--- config.mk ---
export PLATFORM = sky130hd
export DESIGN_NAME = hazard_ctrl_flat
export DESIGN_NICKNAME = d
export VERILOG_FILES = /design/src/rtl/hazard_ctrl_if.sv /design/src/rtl/hazard_ctrl.sv /design/src/flat_wrapper.sv
export SDC_FILE = /design/constraint.sdc
export NUM_CORES = 1
export LEC_CHECK = 0
export CORE_MARGIN = 2
export CORE_UTILIZATION = 45
export CTS_CLUSTER_DIAMETER = 60
export DETAILED_ROUTE_END_ITERATION = 6
export PLACE_DENSITY = 0.75
export SETUP_SLACK_MARGIN = 0.15
export SLEW_MARGIN = 30
export SYNTH_ARGS = -nofsm -noshare
export SYNTH_HDL_FRONTEND = slang
export SYNTH_SLANG_ARGS = --single-unit
--- constraint.sdc ---
create_clock -name clock -period 3.2 [get_ports clock]
set_input_delay 0.64 -clock clock [delete_from_list [all_inputs] [get_ports clock]]
set_output_delay 0.64 -clock clock [all_outputs]
set_load 0.01 [all_outputs]
--- src/rtl/hazard_ctrl_if.sv ---
// hazard_ctrl_if: ID-stage hazard inputs and pipeline control outputs of the hazard controller
interface hazard_ctrl_if #(parameter int CNT_W = 16);
    logic             id_valid;
    logic [4:0]       id_rs1;
    logic [4:0]       id_rs2;
    logic             id_uses_rs1;
    logic             id_uses_rs2;
    logic [4:0]       id_rd;
    logic             id_reg_write;
    logic             id_mem_read;
    logic             branch_taken;
    logic             pc_write;
    logic             if_id_write;
    logic             id_ex_bubble;
    logic             if_id_flush;
    logic             id_ex_flush;
    logic             ex_mem_flush;
    logic [1:0]       fwd_A;
    logic [1:0]       fwd_B;
    logic [CNT_W-1:0] stall_count;
    logic [CNT_W-1:0] flush_count;
    modport master (
        output id_valid, id_rs1, id_rs2, id_uses_rs1, id_uses_rs2, id_rd, id_reg_write, id_mem_read, branch_taken,
        input  pc_write, if_id_write, id_ex_bubble, if_id_flush, id_ex_flush, ex_mem_flush, fwd_A, fwd_B,
               stall_count, flush_count
    );
    modport slave (
        input  id_valid, id_rs1, id_rs2, id_uses_rs1, id_uses_rs2, id_rd, id_reg_write, id_mem_read, branch_taken,
        output pc_write, if_id_write, id_ex_bubble, if_id_flush, id_ex_flush, ex_mem_flush, fwd_A, fwd_B,
               stall_count, flush_count
    );
endinterface

--- src/rtl/hazard_ctrl.sv ---
// hazard_ctrl: forwarding selects, load-use stall and taken-branch flush control for the 5-stage core
module hazard_ctrl #(
    parameter int CNT_W = 16
) (
    input logic         clock,
    input logic         reset,
    hazard_ctrl_if.slave bus
);
    typedef enum logic {RUN, STALL} state_t;
    state_t           state;
    logic [4:0]       ex_rd, mem_rd;
    logic             ex_rw, ex_mr, mem_rw;
    logic [1:0]       fwd_a, fwd_b;
    logic [CNT_W-1:0] stall_cnt, flush_cnt;
    logic             ex_m1, ex_m2, mem_m1, mem_m2, load_use, stall, flush, kill;
    always_comb begin
        ex_m1    = ex_rw && ex_rd != 5'd0 && ex_rd == bus.id_rs1;
        ex_m2    = ex_rw && ex_rd != 5'd0 && ex_rd == bus.id_rs2;
        mem_m1   = mem_rw && mem_rd != 5'd0 && mem_rd == bus.id_rs1;
        mem_m2   = mem_rw && mem_rd != 5'd0 && mem_rd == bus.id_rs2;
        load_use = state == RUN && ex_mr && bus.id_valid &&
                   ((ex_m1 && bus.id_uses_rs1) || (ex_m2 && bus.id_uses_rs2));
        flush    = bus.branch_taken;
        stall    = load_use && !flush;
        kill     = stall || flush;
    end
    assign bus.pc_write     = !stall;
    assign bus.if_id_write  = !stall;
    assign bus.id_ex_bubble = stall;
    assign bus.if_id_flush  = flush;
    assign bus.id_ex_flush  = flush;
    assign bus.ex_mem_flush = flush;
    assign bus.fwd_A        = fwd_a;
    assign bus.fwd_B        = fwd_b;
    assign bus.stall_count  = stall_cnt;
    assign bus.flush_count  = flush_cnt;
    always_ff @(posedge clock or posedge reset) begin
        if (reset) begin
            state     <= RUN;
            ex_rd     <= '0;
            ex_rw     <= 1'b0;
            ex_mr     <= 1'b0;
            mem_rd    <= '0;
            mem_rw    <= 1'b0;
            fwd_a     <= 2'b00;
            fwd_b     <= 2'b00;
            stall_cnt <= '0;
            flush_cnt <= '0;
        end else begin
            state  <= stall ? STALL : RUN;
            mem_rd <= flush ? 5'd0 : ex_rd;
            mem_rw <= !flush && ex_rw;
            ex_rd  <= kill ? 5'd0 : bus.id_rd;
            ex_rw  <= !kill && bus.id_valid && bus.id_reg_write;
            ex_mr  <= !kill && bus.id_valid && bus.id_mem_read;
            // EX/MEM result is the younger one, so it wins over MEM/WB
            fwd_a  <= (kill || !bus.id_uses_rs1) ? 2'b00 : ex_m1 ? 2'b10 : mem_m1 ? 2'b01 : 2'b00;
            fwd_b  <= (kill || !bus.id_uses_rs2) ? 2'b00 : ex_m2 ? 2'b10 : mem_m2 ? 2'b01 : 2'b00;
            if (stall && !(&stall_cnt))
                stall_cnt <= stall_cnt + 1'b1;
            if (flush && !(&flush_cnt))
                flush_cnt <= flush_cnt + 1'b1;
        end
    end
endmodule

--- src/flat_wrapper.sv ---
// flat-port wrapper written by rule: the top's interface ports become plain ports
module hazard_ctrl_flat 
#(
    parameter int CNT_W = 16
)
  (clock, reset, bus_id_valid, bus_id_rs1, bus_id_rs2, bus_id_uses_rs1, bus_id_uses_rs2, bus_id_rd, bus_id_reg_write, bus_id_mem_read, bus_branch_taken, bus_pc_write, bus_if_id_write, bus_id_ex_bubble, bus_if_id_flush, bus_id_ex_flush, bus_ex_mem_flush, bus_fwd_A, bus_fwd_B, bus_stall_count, bus_flush_count);
  hazard_ctrl_if #(.CNT_W(CNT_W)) bus_i ();
  input logic clock;
  input logic reset;
  input wire logic [$bits(bus_i.id_valid)-1:0] bus_id_valid;
  input wire logic [$bits(bus_i.id_rs1)-1:0] bus_id_rs1;
  input wire logic [$bits(bus_i.id_rs2)-1:0] bus_id_rs2;
  input wire logic [$bits(bus_i.id_uses_rs1)-1:0] bus_id_uses_rs1;
  input wire logic [$bits(bus_i.id_uses_rs2)-1:0] bus_id_uses_rs2;
  input wire logic [$bits(bus_i.id_rd)-1:0] bus_id_rd;
  input wire logic [$bits(bus_i.id_reg_write)-1:0] bus_id_reg_write;
  input wire logic [$bits(bus_i.id_mem_read)-1:0] bus_id_mem_read;
  input wire logic [$bits(bus_i.branch_taken)-1:0] bus_branch_taken;
  output wire logic [$bits(bus_i.pc_write)-1:0] bus_pc_write;
  output wire logic [$bits(bus_i.if_id_write)-1:0] bus_if_id_write;
  output wire logic [$bits(bus_i.id_ex_bubble)-1:0] bus_id_ex_bubble;
  output wire logic [$bits(bus_i.if_id_flush)-1:0] bus_if_id_flush;
  output wire logic [$bits(bus_i.id_ex_flush)-1:0] bus_id_ex_flush;
  output wire logic [$bits(bus_i.ex_mem_flush)-1:0] bus_ex_mem_flush;
  output wire logic [$bits(bus_i.fwd_A)-1:0] bus_fwd_A;
  output wire logic [$bits(bus_i.fwd_B)-1:0] bus_fwd_B;
  output wire logic [$bits(bus_i.stall_count)-1:0] bus_stall_count;
  output wire logic [$bits(bus_i.flush_count)-1:0] bus_flush_count;
  assign bus_i.id_valid = bus_id_valid;
  assign bus_i.id_rs1 = bus_id_rs1;
  assign bus_i.id_rs2 = bus_id_rs2;
  assign bus_i.id_uses_rs1 = bus_id_uses_rs1;
  assign bus_i.id_uses_rs2 = bus_id_uses_rs2;
  assign bus_i.id_rd = bus_id_rd;
  assign bus_i.id_reg_write = bus_id_reg_write;
  assign bus_i.id_mem_read = bus_id_mem_read;
  assign bus_i.branch_taken = bus_branch_taken;
  assign bus_pc_write = bus_i.pc_write;
  assign bus_if_id_write = bus_i.if_id_write;
  assign bus_id_ex_bubble = bus_i.id_ex_bubble;
  assign bus_if_id_flush = bus_i.if_id_flush;
  assign bus_id_ex_flush = bus_i.id_ex_flush;
  assign bus_ex_mem_flush = bus_i.ex_mem_flush;
  assign bus_fwd_A = bus_i.fwd_A;
  assign bus_fwd_B = bus_i.fwd_B;
  assign bus_stall_count = bus_i.stall_count;
  assign bus_flush_count = bus_i.flush_count;
  hazard_ctrl #(.CNT_W(CNT_W)) u_core (.clock(clock), .reset(reset), .bus(bus_i));
endmodule
==> flow_summary.toml, run 1 <==
[power]
power.switching_mw = 0.385
combPwrFrac = 0.179
pwr-share-seq = 0.486
swShare = 0.249
p_per_area_nw_per_um2 = 465
internal_power_mw = 1.16
ir_worst_vdd_v = 0.000605
power_frac_clock = 0.335
leakage_nw = 1.45

[worst_setup_path]
crit_arrival_ns = 2.26
worstSetupEndpointType = "primary output"
crit_family = "buffers and inverters"
crit_fanout = 3
path_depth = 8
worstSetupStartpointType = "primary input"
cp_cell_sequence = "clkdlybuf4s50_1, xnor2_1, nand3_1, nor2_2, or2_1, nand2_1, inv_1, dlygate4sd2_1"
critPathBufInv = 3
max_stage_delay_ns = 0.54
worst_path_max_delay_cell = "clkdlybuf4s50_1"
worst_ep_required_time_ns = 2.56
path_class = "primary input to primary output"
reg2reg_depth = 5

[placement]
hpwl_um = 3810
portBuffers = 64
gp_congestion = 0.815
placed_area_um2 = 3190

[synth]
synthArstFlopShare = 1.00
yosysSeqAreaShare = 0.506
synth_most_common_cell = "dfrtp_1"
synth_top_cell_area_share = 0.506
yosys-top-cells-count = "dfrtp_1, xnor2_1, nand3_1, xor2_1"
synth_nets = 256
synth.avg_cell_area_um2 = 10.7
synth_top_cell_by_area = "dfrtp_1"
ys_ff_latch = 50
yosysWarnings = 0
synth_edf_count = 0
yosysUniqueCellTypes = 39
synth_area_leaders = "dfrtp_1, xnor2_1, xor2_1, nand3_1, and3_1"
synth_cells = 231
netlist_area_um2 = 2470
synth_flop_cell = "dfrtp_1"

[clock_network]
clock_path_buffers = 2
cts_tree = "yes"
clk_latency_ns = 0.30
cts_hold_buffers = 0
cts_inserted_buffers = 5
clock_sink_count = 50
htree_levels = 2
cts-root-buf = "clkbuf_8"
path_clk_slew_ns = 0.10

[layout]
drive_gt1_frac = 0.0900
n_fill_cell = 439
seqCellArea_um2 = 1250
multiInputGateArea_um2 = 1150
nets = 324
synthToLayoutAreaGrowth_pct = 34.5
antennaDiodeCount = 0
fin_area_um2 = 3320

[floorplan]
die_width_um = 78.1
start_util = 0.475
rows = 26
die_h_um = 78.1
io_pins = 65
die_area_um2 = 6100
core_area_um2 = 5200

[global_route]
gr-total-overflow = 0
grtUsageTotal = 0.181
grt_pass1_wl_um = 8800
antenna_found_initial = 0
grt_max_degree = 34
first_global_vias = 1888

[sta]
fmaxAchievable_ghz = 0.345
max-slew-margin-rel = 0.624
fin_skew_ns = 0.0125
drv_slew = 0
fin_crit_ns = 2.90
fin_crit_sh = 0.905
rsz0062_at_grt = "false"
tightest_slew_ns = 0.565
finalSetupViolCount = 0
finalHoldViolCount = 0
fin_tns_setup_ns = 0

[status]
status = "finished clean"

[run]
cap_violations = 0

[routing]
drc = 0
vias = 1874
drt_iter0_markers = 89
vias_per_cell = 5.06
wl_per_cell_um = 13.7
first_pass_iters = 4
wirelength_um = 5070
postRouteAntennaNets = 0

[hold_path]
min_path_cells = 1
hold_class = "flop to flop"
## logic make-up (layout without fill, tap and decap cells)
group / after synthesis / in the layout / synth area share
AOI/OAI and AO/OA: 14 / 14 / 0.0516
xor gates and xnor gates: 47 / 47 / 0.167
buffers and inverters: 14 / 83 / 0.0314
and+or+nand+nor: 101 / 101 / 0.220
muxes: 3 / 3 / 0.0147
adders and majority gates: 2 / 2 / 0.0101
DFF: 50 / 50 / 0.506
## final timing paths
kind | start | slack, ns | to
setup reg to reg | u_core.ex_rd[2] | 1.14 | u_core.bus.stall_count[1]
min in group asynchronous | reset | 0.63 | u_core.bus.stall_count[5]
hold / removal | u_core.bus.stall_count[6] | 0.50 | u_core.bus.stall_count[6]
setup / recovery | bus_id_rs2[4] | 0.30 | bus_id_ex_bubble
hold reg to reg | u_core.bus.stall_count[6] | 0.50 | u_core.bus.stall_count[6]
max in group asynchronous | reset | 1.80 | u_core.ex_rd[2]
## cells in the final DEF (no fill, tap or decap), types with 3 or more instances in the layout
cell type,n
clkbuf_8,5
nand3_1,20
and2_1,7
clkdlybuf4s50_1,61
and3_1,9
nand4_1,8
dlygate4sd2_1,3
inv_1,4
nand2_1,15
nor2_1,14
nor3_1,8
nor2b_1,7
dfrtp_1,49
nor4_1,3
xor2_1,20
xnor2_1,27
buf_4,6
## metal layers
| metal | vias up | part of all wire | GRT usage |
|---|---|---|---|
| met2 | 67 | 0.45 | 0.284 |
| li1 | 926 | - | - |
| met4 | 0 | 0.016 | 0.0632 |
| met1 | 871 | 0.46 | 0.242 |
| met3 | 10 | 0.068 | 0.0494 |
| met5 | - | 0 | 0 |
## flip-flops by register name, indices dropped and copies added, names as in the netlist
| name | flops |
|---|---|
| u_core.ex_rw | 1 |
| u_core.ex_rd | 5 |
| u_core.ex_mr | 1 |
| u_core.mem_rw | 1 |
| u_core.bus.fwd_A | 2 |
| u_core.state | 1 |
| u_core.bus.flush_count | 16 |
| u_core.bus.stall_count | 16 |
| u_core.mem_rd | 5 |
| u_core.bus.fwd_B | 2 |
## per-stage QoR
step	setup slack, ns	hold slack (ns)	utilization	cells	power [mW]
3_5_place_dp	0.0529	0.490	0.612	362	1.04
3_3_place_gp	0.142	0.485	0.612	362	1.03
2_1_floorplan	0.942	0.522	-	231	0.889
4_1_cts	0.322	0.503	0.639	370	1.56
6_report	0.304	0.503	0.639	370	1.55
5_1_grt	0.229	0.527	0.639	370	1.62
## power by group through the flow
stage / clock network (mW) / logic [mW] / registers [mW]
floorplan: 0 / 0.120 / 0.769
global placement: 0 / 0.272 / 0.760
detailed placement: 0 / 0.278 / 0.761
CTS: 0.526 / 0.281 / 0.750
global route: 0.554 / 0.305 / 0.759
finish: 0.518 / 0.277 / 0.751
## final cells by class
type,instances,share of cell area
multi-input cells,167,0.345
flip-flops and latches,50,0.377
well taps,70,0.0263
clock buffers,5,0.0207
inverters,5,0.00565
repair buffers,70,0.205
clock inverters,3,0.0207
## repair_timing
action,4_1_cts,5_1_grt
setup endpoints to repair,3,0
resized for setup,5,0
buffers inserted,0,0
Note: power is estimated with default switching activity, not from simulation.
==> inputs of run 2 (changes only) <==
CAP_MARGIN = 0   (was default)
CORE_UTILIZATION = 44   (was 45)
PLACE_DENSITY = 0.76   (was 0.75)
clock period = 2.6 ns   (was 3.2 ns; I/O delays follow)
==> flow_summary.toml, run 2 (synthesis gave the netlist of run 1 again) <==
[status]
status = "finished clean"

[sta]
max-slew-margin-rel = 0.581
fin_skew_ns = 0.0113
fmaxAchievable_ghz = 0.413
drv_slew = 0
fin_crit_sh = 0.932
tightest_slew_ns = 0.629
rsz0062_at_grt = "true"
finalHoldViolCount = 0
layout_setup_ws_ns = 0.177
fin_crit_ns = 2.42
holdWs_ns = 0.503
finalSetupViolCount = 0

[global_route]
grt_max_degree = 51
gr-total-overflow = 0
antenna_found_initial = 0
grtUsageTotal = 0.197
first_global_vias = 2119
grt_pass1_wl_um = 9770

[worst_setup_path]
worst_ep_required_time_ns = 2.78
rrSetupSlack_ns = 0.18
crit_fanout = 3
crit_start = "u_core.ex_rd[4]"
crit_arrival_ns = 2.60
critPathCapture = "u_core.bus.fwd_A[0]"
path_class = "flop to flop"
worstSetupEndpointType = "flop"
worstSetupStartpointType = "flop"
reg2reg_from = "u_core.ex_rd[4]"
reg2reg_depth = 16
r2r_end = "u_core.bus.fwd_A[0]"

[layout]
mostFrequentLayoutCells = "clkdlybuf4s50_1, dfrtp_1, buf_4"
nets = 357
synthToLayoutAreaGrowth_pct = 44.3
final_common_cell = "clkdlybuf4s50_1"
drive_gt1_frac = 0.210
antennaDiodeCount = 0
fin_area_um2 = 3570

[placement]
dp_worst_setup_slack_ns = -0.276
placed_area_um2 = 3340
portBuffers = 64
gp_congestion = 0.836
hpwl_um = 3950

[floorplan]
core_area_um2 = 5470
start_util = 0.452
rows = 27
io_pins = 65
die_width_um = 79.0
die_area_um2 = 6230
die_h_um = 79.0

[routing]
drt_iter0_markers = 75
postRouteAntennaNets = 0
vias_per_cell = 5.01
first_pass_iters = 4
wirelength_um = 5650
wl_per_cell_um = 13.9
vias = 2031
drc = 0

[clock_network]
cts_inserted_buffers = 5
clk_latency_ns = 0.30
clock_sink_count = 50
htree_levels = 2
clock_path_buffers = 2
cts-root-buf = "clkbuf_8"
cts_hold_buffers = 0
cts_tree = "yes"
path_clk_slew_ns = 0.09

[power]
leakage_nw = 1.65
ir_worst_vdd_v = 0.000527
p_per_area_nw_per_um2 = 515

[hold_path]
hold_class = "flop to flop"

[run]
cap_violations = 0
## run 2: power breakdown
part	leakage (nW)	switching, mW	internal (mW)
clock	0.0579	0.249	0.283
sequential	0.670	0.0797	0.839
combinational	0.924	0.154	0.233
total	1.65	0.482	1.36
## run 2: how the worst min path moves through the flow
stage,startpoint,endpoint,slack [ns],cells past startpoint
floorplan,u_core.bus.stall_count[6],u_core.bus.stall_count[6],0.52,1
global placement,u_core.bus.stall_count[9],u_core.bus.stall_count[9],0.48,1
detailed placement,u_core.bus.stall_count[6],u_core.bus.stall_count[6],0.49,1
CTS,u_core.bus.stall_count[6],u_core.bus.stall_count[6],0.51,1
global route,u_core.bus.flush_count[15],u_core.bus.flush_count[15],0.52,1
finish,u_core.bus.stall_count[9],u_core.bus.stall_count[9],0.50,1
## run 2: metrics by stage
stage	instances	util	setup TNS (ns)	total power, mW
3_3_place_gp	384	0.610	-0.609	1.29
5_1_grt	405	0.652	0	1.94
3_5_place_dp	384	0.610	-0.754	1.30
4_1_cts	404	0.647	0	1.84
6_report	405	0.652	0	1.84
2_1_floorplan	231	-	0	1.09
## run 2: timing repair
action                                  in CTS  in global routing
resized for setup                           26                  6
buffers inserted                            12                  1
gates cloned                                 0                  0
pin swaps                                    8                  2
endpoints found under the setup margin       3                  4
## run 2: metal layers
metal	share of wire	GRT usage	vias to the layer above	wire (um)
met2	0.48	0.325	54	2710
met1	0.45	0.257	972	2530
met3	0.052	0.0466	12	291
li1	-	-	993	-
met5	0	0	-	0
met4	0.022	0.0638	0	124
## run 2: area by class of cell
class / instances / area (um2)
flip-flops and latches: 50 / 1250
clock buffers: 5 / 68.8
inverters: 5 / 18.8
multi-input cells: 167 / 1190
fillers: 466 / 1910
well taps: 72 / 90.1
clock inverters: 3 / 40.0
repair buffers: 103 / 906
## run 2: worst max-delay path, stage by stage (launching register included)
cell	delay, ns
dfrtp_1	0.39
buf_4	0.16
xnor2_2	0.17
nand3_2	0.12
buf_4	0.14
buf_4	0.12
buf_4	0.12
buf_4	0.12
buf_4	0.12
buf_4	0.12
buf_4	0.12
buf_4	0.12
buf_4	0.12
nor2_1	0.10
nand3_1	0.09
nand4_1	0.12
a311oi_1	0.06
==> RTL change, RTL diff (settings of run 2) <==
`CNT_W` is set to 16 in 3 places; all go to 20.
--- a/src/rtl/hazard_ctrl_if.sv
+++ b/src/rtl/hazard_ctrl_if.sv
@@ -1,3 +1,3 @@
 // hazard_ctrl_if: ID-stage hazard inputs and pipeline control outputs of the hazard controller
-interface hazard_ctrl_if #(parameter int CNT_W = 16);
+interface hazard_ctrl_if #(parameter int CNT_W = 20);
     logic             id_valid;
--- a/src/rtl/hazard_ctrl.sv
+++ b/src/rtl/hazard_ctrl.sv
@@ -2,3 +2,3 @@
 module hazard_ctrl #(
-    parameter int CNT_W = 16
+    parameter int CNT_W = 20
 ) (
--- a/src/flat_wrapper.sv
+++ b/src/flat_wrapper.sv
@@ -3,3 +3,3 @@
 #(
-    parameter int CNT_W = 16
+    parameter int CNT_W = 20
 )
Interface: changed (resized bus_flush_count and bus_stall_count); port bits go from 65 to 73. The function was not compared with the original's and may differ.
==> RTL change against run 2 <==
Synthesized area increased by 17%; cell area increased by 13%; sequential cell count increased by 8; register-to-register slack improved by 0.33 ns; count of clock-buffer cells in the layout increased by 6; highest routed layer unchanged; largest power group unchanged; wire length increased by 13%; worst hold slack got worse by 0.0077 ns; power increased by 22%; setup slack improved by 0.039 ns.
==> RTL change: results <==
export IMPL_status="complete, no violations"
export IMPL_clk_insertion_delay_late_ns=0.33
export IMPL_ys_types=38
export IMPL_synthAdderAreaFrac_pct=0.865
export IMPL_muxShareOfSynthArea_pct=1.17
export IMPL_fin_ws_ns=0.217
export IMPL_power_switching_share_pct=26.5
export IMPL_grt_max_degree=32
export IMPL_synth_compound_area_share_pct=2.42
export IMPL_yosysSeqAreaShare_pct=50.2
export IMPL_vias_per_cell=5.07
export IMPL_grt_usage_pct=18.7
export IMPL_globalplace_congestion=0.925
export IMPL_power_leakage_nw=1.81
export IMPL_finalWirelength_um=6360
export IMPL_drive_gt1_share_pct=17.3
export IMPL_nFillCells=520
export IMPL_crit_arrival_ns=1.86
export IMPL_cpMaxStageDelayCell="clkdlybuf4s50_1"
export IMPL_hp_class="flop to flop"
export IMPL_async_flop_share_pct=100
export IMPL_hold_worst_slack_ns=0.496
export IMPL_grt_pass1_wl_um=10800
export IMPL_cts_made_buffers=9
export IMPL_h_tree_depth=3
export IMPL_cpPeakStageDelay_ns=0.57
export IMPL_grt_antenna_before_repair=0
export IMPL_dp_slack_ns=-0.306
export IMPL_path_clk_slew_ns=0.07
export IMPL_hpwl_um=4680
export IMPL_critPathTopFamily="buffers and inverters"
export IMPL_synthTopCellsByArea="dfrtp_1 (50%), xnor2_1 (8.8%), xor2_1 (8.2%)"
export IMPL_final_nets=390
export IMPL_cts_root_buf="clkbuf_8"
export IMPL_drt_iter0_markers=64
export IMPL_r2r_setup_slack_ns=0.51
export IMPL_io_buffers=72
export IMPL_peakVddDrop_mv=0.553
export IMPL_worst_pin_slew_ns=0.664
export IMPL_grt_pass1_vias=2308
export IMPL_synth_top_cells_by_count="dfrtp_1 (58), xnor2_1 (29), xor2_1 (27)"
export IMPL_skew_ns=0.00612
export IMPL_cp_max_fo=17
export IMPL_firstDrtPassIters=4
export IMPL_clock_path_buffers=2
export IMPL_num_antenna_cells=0
export IMPL_syn_num_nets=290
export IMPL_synth_xor_area_share_pct=17.0
export IMPL_ys_warn_count=0
[RTL change: worst paths after layout]
check                                                       from                                     to  cells after the start
setup / recovery                                bus_branch_taken                        bus_if_id_flush                      3
hold / removal             u_core.bus.stall_count[6]$_DFFE_PP0P_  u_core.bus.stall_count[6]$_DFFE_PP0P_                      1
setup reg to reg                       u_core.ex_rd[0]$_DFF_PP0_              u_core.ex_rd[0]$_DFF_PP0_                      7
hold reg to reg            u_core.bus.stall_count[6]$_DFFE_PP0P_  u_core.bus.stall_count[6]$_DFFE_PP0P_                      1
max in group asynchronous                                  reset             u_core.mem_rd[0]$_DFF_PP0_                      3
min in group asynchronous                                  reset  u_core.bus.stall_count[9]$_DFFE_PP0P_                      2
[RTL change: logic make-up after synthesis]
kind of cell	after synthesis
compound gates	7
xor+xnor	56
fa+ha+maj	2
buf+inv	16
flops	58
mux	3
simple gates	123
[RTL change: layer usage]
metal / up-vias / share of wire [%] / global-route usage (%)
met1: 1088 / 45 / 25.2
met3: 10 / 5.1 / 4.18
met2: 58 / 49 / 29.6
met4: 0 / 1.4 / 7.36
li1: 1110 / - / -
met5: - / 0 / 0
[RTL change: final cells by class]
class / count / area, µm² / share of cell area (%)
sequential: 58 / 1450 / 36.1
multi-input combinational: 191 / 1360 / 33.7
timing repair buffer: 99 / 908 / 22.6
clock buffer: 11 / 131 / 3.27
tap: 77 / 96.3 / 2.40
clock inverter: 5 / 55.1 / 1.37
inverter: 6 / 22.5 / 0.560
[RTL change: per-stage QoR]
| stage | setup TNS [ns] | area (µm²) | instances |
|---|---|---|---|
| after floorplan | 0 | 2890 | 265 |
| after global placement | -0.839 | 3810 | 427 |
| after detailed placement | -0.904 | 3810 | 427 |
| after global routing | 0 | 4020 | 447 |
| after CTS | 0 | 4010 | 446 |
| final | 0 | 4020 | 447 |
[RTL change: power groups by stage]
stage / Combinational, mW / Clock [mW] / Sequential, mW
3_5_place_dp: 0.404 / 0 / 1.07
3_3_place_gp: 0.395 / 0 / 1.07
4_1_cts: 0.409 / 0.801 / 1.05
2_1_floorplan: 0.162 / 0 / 1.08
5_1_grt: 0.444 / 0.848 / 1.07
6_report: 0.408 / 0.777 / 1.06
[RTL change: repair_timing]
item,4_1_cts,5_1_grt
pin swaps,8,2
gates resized for setup,23,2
buffers inserted,3,1
setup endpoints to repair,3,1
